`src/rtl/hbm_seq_pkg.sv`:
```
// hbm_seq_pkg: shared FSM states, descriptor field layout and helpers for the HBM layer sequencer
package hbm_seq_pkg;
    typedef enum logic [3:0] {
        IDLE, LOAD, W_START, W_WAIT, I_START, I_WAIT, O_START, O_WAIT, DONE
    } seq_state_e;
    localparam int WID_LSB = 0;
    localparam int WID_W = 4;
    localparam int IID_LSB = 4;
    localparam int IID_W = 4;
    localparam int OID_LSB = 8;
    localparam int OID_W = 3;
    localparam int SKIPW_BIT = 11;
    localparam int CMD_W = 12;
    function automatic logic [31:0] sat_inc32(input logic [31:0] v);
        return (&v) ? v : v + 32'd1;
    endfunction
endpackage

```
`src/rtl/hbm_layer_sequencer_if.sv`:
```
// hbm_layer_sequencer_if: descriptor queue handshake and HBM param-id/start/done controls
interface hbm_layer_sequencer_if import hbm_seq_pkg::*; #(parameter int OUTPUT_AXI_CHNL = 8);
    logic                       cmd_vld;
    logic                       cmd_rdy;
    logic [CMD_W-1:0]           cmd_dat;
    logic [WID_W-1:0]           weight_param_id;
    logic [IID_W-1:0]           input_param_id;
    logic [OID_W-1:0]           output_param_id;
    logic                       start_read_weight;
    logic                       start_read_input;
    logic [OUTPUT_AXI_CHNL-1:0] start_write_output;
    logic                       weight_done;
    logic                       input_done;
    logic [OUTPUT_AXI_CHNL-1:0] output_done;
    modport slave (
        input  cmd_vld, cmd_dat, weight_done, input_done, output_done,
        output cmd_rdy, weight_param_id, input_param_id, output_param_id,
               start_read_weight, start_read_input, start_write_output
    );
    modport master (
        output cmd_vld, cmd_dat, weight_done, input_done, output_done,
        input  cmd_rdy, weight_param_id, input_param_id, output_param_id,
               start_read_weight, start_read_input, start_write_output
    );
endinterface

```
`src/rtl/hbm_seq_cmd_fifo.sv`:
```
// hbm_seq_cmd_fifo: synchronous descriptor FIFO; a push is refused whenever full, regardless of a same-cycle pop
module hbm_seq_cmd_fifo import hbm_seq_pkg::*; #(
    parameter int DEPTH = 4
) (
    input  logic             clk,
    input  logic             rst_n,
    input  logic             push,
    input  logic             pop,
    input  logic [CMD_W-1:0] din,
    output logic [CMD_W-1:0] dout,
    output logic             full,
    output logic             empty
);
    localparam int AW = $clog2(DEPTH);
    logic [CMD_W-1:0] mem [DEPTH];
    logic [AW:0] wr_ptr, rd_ptr;
    assign empty = wr_ptr == rd_ptr;
    assign full = (wr_ptr[AW] != rd_ptr[AW]) && (wr_ptr[AW-1:0] == rd_ptr[AW-1:0]);
    assign dout = mem[rd_ptr[AW-1:0]];
    // storage write; contents need no reset because pointers gate visibility
    always_ff @(posedge clk) begin
        if (push && !full) mem[wr_ptr[AW-1:0]] <= din;
    end
    // pointer update, extra MSB distinguishes full from empty
    always_ff @(posedge clk) begin
        if (!rst_n) begin
            wr_ptr <= '0;
            rd_ptr <= '0;
        end else begin
            if (push && !full) wr_ptr <= wr_ptr + 1'b1;
            if (pop && !empty) rd_ptr <= rd_ptr + 1'b1;
        end
    end
endmodule

```
`src/rtl/hbm_layer_sequencer.sv`:
```
// hbm_layer_sequencer: per-layer weight/input/output phase scheduler; HBM_SEQ_PERF_EN adds last_layer_cycles
module hbm_layer_sequencer import hbm_seq_pkg::*; #(
    parameter int OUTPUT_AXI_CHNL = 8,
    parameter int FIFO_DEPTH = 4,
    parameter int CNT_WIDTH = 16
) (
    input  logic                 clk,
    input  logic                 rst_n,
    hbm_layer_sequencer_if.slave bus,
    output logic                 busy,
    output logic                 layer_done,
`ifdef HBM_SEQ_PERF_EN
    output logic [CNT_WIDTH-1:0] layers_completed,
    output logic [31:0]          last_layer_cycles
`else
    output logic [CNT_WIDTH-1:0] layers_completed
`endif
);
    seq_state_e state;
    logic [CMD_W-1:0] head;
    logic full, empty, pop, skip;
    logic [OUTPUT_AXI_CHNL-1:0] done_mask;
    assign pop = (state == IDLE || state == DONE) && !empty;
    assign busy = state != IDLE;
    assign bus.cmd_rdy = !full;
    hbm_seq_cmd_fifo #(.DEPTH(FIFO_DEPTH)) u_fifo (
        .clk(clk),
        .rst_n(rst_n),
        .push(bus.cmd_vld),
        .pop(pop),
        .din(bus.cmd_dat),
        .dout(head),
        .full(full),
        .empty(empty)
    );
    // phase FSM; every output is registered from the transition that enters its state
    always_ff @(posedge clk) begin
        if (!rst_n) begin
            state <= IDLE;
            skip <= 1'b0;
            done_mask <= '0;
            bus.weight_param_id <= '0;
            bus.input_param_id <= '0;
            bus.output_param_id <= '0;
            bus.start_read_weight <= 1'b0;
            bus.start_read_input <= 1'b0;
            bus.start_write_output <= '0;
            layer_done <= 1'b0;
            layers_completed <= '0;
        end else begin
            bus.start_read_weight <= 1'b0;
            bus.start_read_input <= 1'b0;
            bus.start_write_output <= '0;
            layer_done <= 1'b0;
            case (state)
                IDLE, DONE: begin
                    state <= empty ? IDLE : LOAD;
                    if (!empty) begin
                        bus.weight_param_id <= head[WID_LSB +: WID_W];
                        bus.input_param_id <= head[IID_LSB +: IID_W];
                        bus.output_param_id <= head[OID_LSB +: OID_W];
                        skip <= head[SKIPW_BIT];
                    end
                end
                LOAD: begin
                    state <= skip ? I_START : W_START;
                    bus.start_read_weight <= !skip;
                    bus.start_read_input <= skip;
                end
                W_START: state <= W_WAIT;
                W_WAIT: if (bus.weight_done) begin
                    state <= I_START;
                    bus.start_read_input <= 1'b1;
                end
                I_START: state <= I_WAIT;
                I_WAIT: if (bus.input_done) begin
                    state <= O_START;
                    bus.start_write_output <= '1;
                end
                O_START: begin
                    state <= O_WAIT;
                    done_mask <= '0;
                end
                O_WAIT: begin
                    done_mask <= done_mask | bus.output_done;
                    if ((done_mask | bus.output_done) == '1) begin
                        state <= DONE;
                        layer_done <= 1'b1;
                        layers_completed <= layers_completed + 1'b1;
                    end
                end
                default: state <= IDLE;
            endcase
        end
    end
`ifdef HBM_SEQ_PERF_EN
    logic [31:0] cyc_cnt;
    // per-layer cycle counter, captured when the layer finishes
    always_ff @(posedge clk) begin
        if (!rst_n) begin
            cyc_cnt <= '0;
            last_layer_cycles <= '0;
        end else begin
            if (state == LOAD) cyc_cnt <= 32'd1;
            else if (state != IDLE) cyc_cnt <= sat_inc32(cyc_cnt);
            if (state == DONE) last_layer_cycles <= cyc_cnt;
        end
    end
`endif
endmodule

```
`src/flat_wrapper.sv`:
```
// flat-port wrapper written by rule: the top's interface ports become plain ports
module hbm_layer_sequencer_flat import hbm_seq_pkg::*;
#(
    parameter int OUTPUT_AXI_CHNL = 8,
    parameter int FIFO_DEPTH = 4,
    parameter int CNT_WIDTH = 16
)
  (clk, rst_n, busy, layer_done, layers_completed, bus_cmd_vld, bus_cmd_dat, bus_weight_done, bus_input_done, bus_output_done, bus_cmd_rdy, bus_weight_param_id, bus_input_param_id, bus_output_param_id, bus_start_read_weight, bus_start_read_input, bus_start_write_output);
  hbm_layer_sequencer_if #(.OUTPUT_AXI_CHNL(OUTPUT_AXI_CHNL)) bus_i ();
  input  logic clk;
  input  logic rst_n;
  output logic busy;
  output logic layer_done;
  output logic [CNT_WIDTH-1:0] layers_completed;
  input wire logic [$bits(bus_i.cmd_vld)-1:0] bus_cmd_vld;
  input wire logic [$bits(bus_i.cmd_dat)-1:0] bus_cmd_dat;
  input wire logic [$bits(bus_i.weight_done)-1:0] bus_weight_done;
  input wire logic [$bits(bus_i.input_done)-1:0] bus_input_done;
  input wire logic [$bits(bus_i.output_done)-1:0] bus_output_done;
  output wire logic [$bits(bus_i.cmd_rdy)-1:0] bus_cmd_rdy;
  output wire logic [$bits(bus_i.weight_param_id)-1:0] bus_weight_param_id;
  output wire logic [$bits(bus_i.input_param_id)-1:0] bus_input_param_id;
  output wire logic [$bits(bus_i.output_param_id)-1:0] bus_output_param_id;
  output wire logic [$bits(bus_i.start_read_weight)-1:0] bus_start_read_weight;
  output wire logic [$bits(bus_i.start_read_input)-1:0] bus_start_read_input;
  output wire logic [$bits(bus_i.start_write_output)-1:0] bus_start_write_output;
  assign bus_i.cmd_vld = bus_cmd_vld;
  assign bus_i.cmd_dat = bus_cmd_dat;
  assign bus_i.weight_done = bus_weight_done;
  assign bus_i.input_done = bus_input_done;
  assign bus_i.output_done = bus_output_done;
  assign bus_cmd_rdy = bus_i.cmd_rdy;
  assign bus_weight_param_id = bus_i.weight_param_id;
  assign bus_input_param_id = bus_i.input_param_id;
  assign bus_output_param_id = bus_i.output_param_id;
  assign bus_start_read_weight = bus_i.start_read_weight;
  assign bus_start_read_input = bus_i.start_read_input;
  assign bus_start_write_output = bus_i.start_write_output;
  hbm_layer_sequencer #(.OUTPUT_AXI_CHNL(OUTPUT_AXI_CHNL), .FIFO_DEPTH(FIFO_DEPTH), .CNT_WIDTH(CNT_WIDTH)) u_core (.clk(clk), .rst_n(rst_n), .bus(bus_i), .busy(busy), .layer_done(layer_done), .layers_completed(layers_completed));
endmodule
```
`config.mk`:
```
export PLATFORM = sky130hd
export DESIGN_NAME = hbm_layer_sequencer_flat
export DESIGN_NICKNAME = d
export VERILOG_FILES = /design/src/rtl/hbm_seq_pkg.sv /design/src/rtl/hbm_layer_sequencer_if.sv /design/src/rtl/hbm_seq_cmd_fifo.sv /design/src/rtl/hbm_layer_sequencer.sv /design/src/flat_wrapper.sv
export SDC_FILE = /design/constraint.sdc
export NUM_CORES = 1
export LEC_CHECK = 0
export CAP_MARGIN = 0
export CORE_AREA = 5 5 126 80
export DETAILED_ROUTE_END_ITERATION = 10
export DIE_AREA = 0 0 131 85
export PLACE_DENSITY = 0.74
export SLEW_MARGIN = 20
export SYNTH_ARGS = -nofsm -noshare
export SYNTH_HDL_FRONTEND = slang
export SYNTH_SLANG_ARGS = --single-unit
```
`constraint.sdc`:
```
create_clock -name clk -period 1.85 [get_ports clk]
set_input_delay 0.185 -clock clk [delete_from_list [all_inputs] [get_ports clk]]
set_output_delay 0.185 -clock clk [all_outputs]
set_load 0.01 [all_outputs]
```
==> flow_metrics.py <==
metrics = {
    "detailed_routing": {
        "drtPass1Iterations": 5,
        "antenna_left": 0,
        "via_count": 2913,
        "via_per_inst": 5.51,
        "drtIter0Drc": 296,
        "drc": 0,
        "drt-total-wl_um": 9330,
        "routedWlPerCell_um": 17.6,
    },
    "synth": {
        "synth_nets": 357,
        "yosysWarnings": 0,
        "avgSynthCellArea_um2": 12.6,
        "synth.distinct_cells": 46,
        "netlist_area_mm2": 0.00410,
        "ys_async_sr_fraction": 0,
        "synth.top_cells.by_area": "edfxtp_1 (35%), dfxtp_1 (24%), mux4_2 (6.6%)",
        "synth_top_flop_cell": "dfxtp_1",
        "syn-instance-count": 326,
        "yosysTopAreaCell": "edfxtp_1",
        "synth_top_area_share": 0.352,
        "synth_common_cells": "dfxtp_1 (50), edfxtp_1 (48), nor2_1 (26)",
        "yosysMostFrequentCell": "dfxtp_1",
        "ys_ff_latch": 98,
        "seq_area_frac_synth": 0.596,
        "synth_edf_count": 48,
    },
    "floorplanning": {
        "initial_core_util": 0.463,
        "placementRows": 27,
        "coreArea_mm2": 0.00885,
        "die_area_mm2": 0.0111,
        "die_h_um": 85,
        "die_x_um": 131,
        "pin_count": 65,
    },
    "placed_design": {
        "io_buffers": 64,
        "place_congestion": 0.813,
        "dp_cells": 513,
        "pre_cts_ws_ns": -0.408,
        "dp_hpwl_um": 6530,
    },
    "timing": {
        "tightest_slew_ns": 0.360,
        "setup_viol": 1,
        "hold_viol_final": 0,
        "finalClockSkew_ns": 0.00745,
        "relSlewSlack": 0.757,
        "period_minus_slack_ns": 1.86,
        "grt_setup_unrepaired": "true",
        "setup_ws_ns": -0.00697,
        "final_max_slew_viol_count": 0,
        "fmax_mhz": 539,
        "post-route-period-util": 1.00,
    },
    "cells_and_area": {
        "diodes": 0,
        "layoutNonFillerInstCount": 529,
        "drive_gt1_frac": 0.172,
        "final_net_count": 439,
        "area_growth_pct": 31.3,
    },
    "clocking": {
        "hold_buffers": 0,
        "clock_sinks": 98,
        "clk_latency_ns": 0.34,
        "clockBufferDepth": 2,
        "cts-buffers-inserted": 9,
        "path_clk_slew_ns": 0.06,
        "htree_levels": 3,
        "cts_tree": "built",
        "cts_root_buf": "clkbuf_16",
    },
    "critical_path": {
        "required_ns": 2.12,
        "critPathLaunchType": "input port",
        "end_kind": "flip-flop",
        "worstPathMaxFanout": 21,
        "critPathKind": "input port to flip-flop",
        "crit_arrival_ns": 2.13,
    },
    "power": {
        "p_leak_uw": 0.00189,
        "peakVddDrop_v": 0.000678,
        "power_uw": 6250,
        "power_per_cell_area_mw_per_mm2": 1160,
    },
    "run": {
        "maxCapViolations": 0,
    },
    "global_routing": {
        "grt_pass1_vias": 2930,
        "antenna_found_initial": 0,
        "grt_max_degree": 22,
        "track_usage": 0.176,
        "grt_pass1_wl_um": 15100,
        "grt_overflow_total": 0,
    },
    "status": {
        "violations": "negative setup slack",
        "status": "finished with violations",
    },
    "worst_hold_path": {
        "min_path_type": "flip-flop to flip-flop",
    },
}
[cells in the final DEF (no fill, tap or decap), types with 10 or more instances in the layout]
cell type / n
a21oi_1: 12
buf_4: 32
clkbuf_16: 10
clkdlybuf4s50_1: 62
dfxtp_1: 47
edfxtp_1: 48
mux2i_1: 19
mux4_2: 12
nand2_1: 13
nor2_1: 26
[path summary, 6_finish.rpt]
path                                    start                     endpoint  slack [ns]  depth (start not counted)
setup / recovery           bus_output_done[6]   u_core.layers_completed[3]      -0.007                          5
hold / removal    u_core.layers_completed[15]  u_core.layers_completed[15]        0.48                          2
setup reg to reg          u_core.done_mask[6]   u_core.layers_completed[3]           0                          4
hold reg to reg   u_core.layers_completed[15]  u_core.layers_completed[15]        0.48                          2
[report_power, final]
part | total, uW | leakage [uW] | internal [uW] | switching (uW)
Combinational | 1600 | 0.000886 | 849 | 751
Sequential | 2620 | 0.000848 | 2490 | 126
Clock | 2030 | 0.000158 | 1260 | 766
[cell type report]
class / instances / area (um2)
repair buffers: 98 / 918
flip-flops and latches: 98 / 2450
inverters: 9 / 33.8
clock buffers: 11 / 254
clock inverters: 5 / 76.3
fillers: 705 / 3470
multi-input cells: 192 / 1510
well taps: 116 / 145
[critical path, cell delays in order]
cell,delay [ns]
clkdlybuf4s50_1,0.49
o22ai_1,0.11
or4_4,0.68
or4_1,0.52
a21oi_2,0.14
[cells by family (layout without fill, tap and decap cells)]
kind of cell,Yosys count,in the layout,synth area share
and+or+nand+nor,96,96,0.129
AOI/OAI and AO/OA,53,53,0.0892
buffers and inverters,36,123,0.0421
DFF,98,98,0.596
xor gates and xnor gates,6,6,0.0128
adders and majority gates,6,6,0.0183
muxes,31,31,0.112
[metal layers]
layer  wire (um)  track usage  part of all wire  vias to the layer above
li1            -            -                 -                     1403
met1        4400        0.252              0.47                     1410
met2        4240        0.262              0.45                       88
met3         575       0.0472             0.062                       12
met4         111       0.0523             0.012                        0
met5           0            0                 0                        -
[registers in the layout, summed over array words and instances, names as in the netlist]
| signal | count |
|---|---|
| u_core.done_mask | 8 |
| u_core.layer_done | 1 |
| u_core.u_fifo.mem | 48 |
| u_core.skip | 1 |
| u_core.bus.start_write_output | 1 |
| u_core.bus.output_param_id | 3 |
| u_core.u_fifo.rd_ptr | 3 |
| u_core.layers_completed | 16 |
| u_core.bus.start_read_weight | 1 |
| u_core.u_fifo.wr_ptr | 3 |
| u_core.bus.weight_param_id | 4 |
| u_core.bus.start_read_input | 1 |
| u_core.state | 4 |
| u_core.bus.input_param_id | 4 |
[stage by stage]
step | hold slack, ns | util | setup TNS (ns) | area [um2]
after floorplan | 0.284 | - | 0 | 4100
after global placement | 0.456 | 0.568 | -3.82 | 5020
after detailed placement | 0.475 | 0.568 | -4.52 | 5020
after CTS | 0.474 | 0.607 | 0 | 5370
after global routing | 0.492 | 0.608 | -0.541 | 5380
final | 0.478 | 0.608 | -0.00697 | 5380
[repair_timing]
| action | in CTS | in global routing |
|---|---|---|
| gates resized for setup | 8 | 2 |
| setup buffers | 0 | 0 |
| pin swaps | 2 | 0 |
| setup endpoints to repair | 4 | 12 |
No activity file was read; power rests on OpenSTA's default activity.
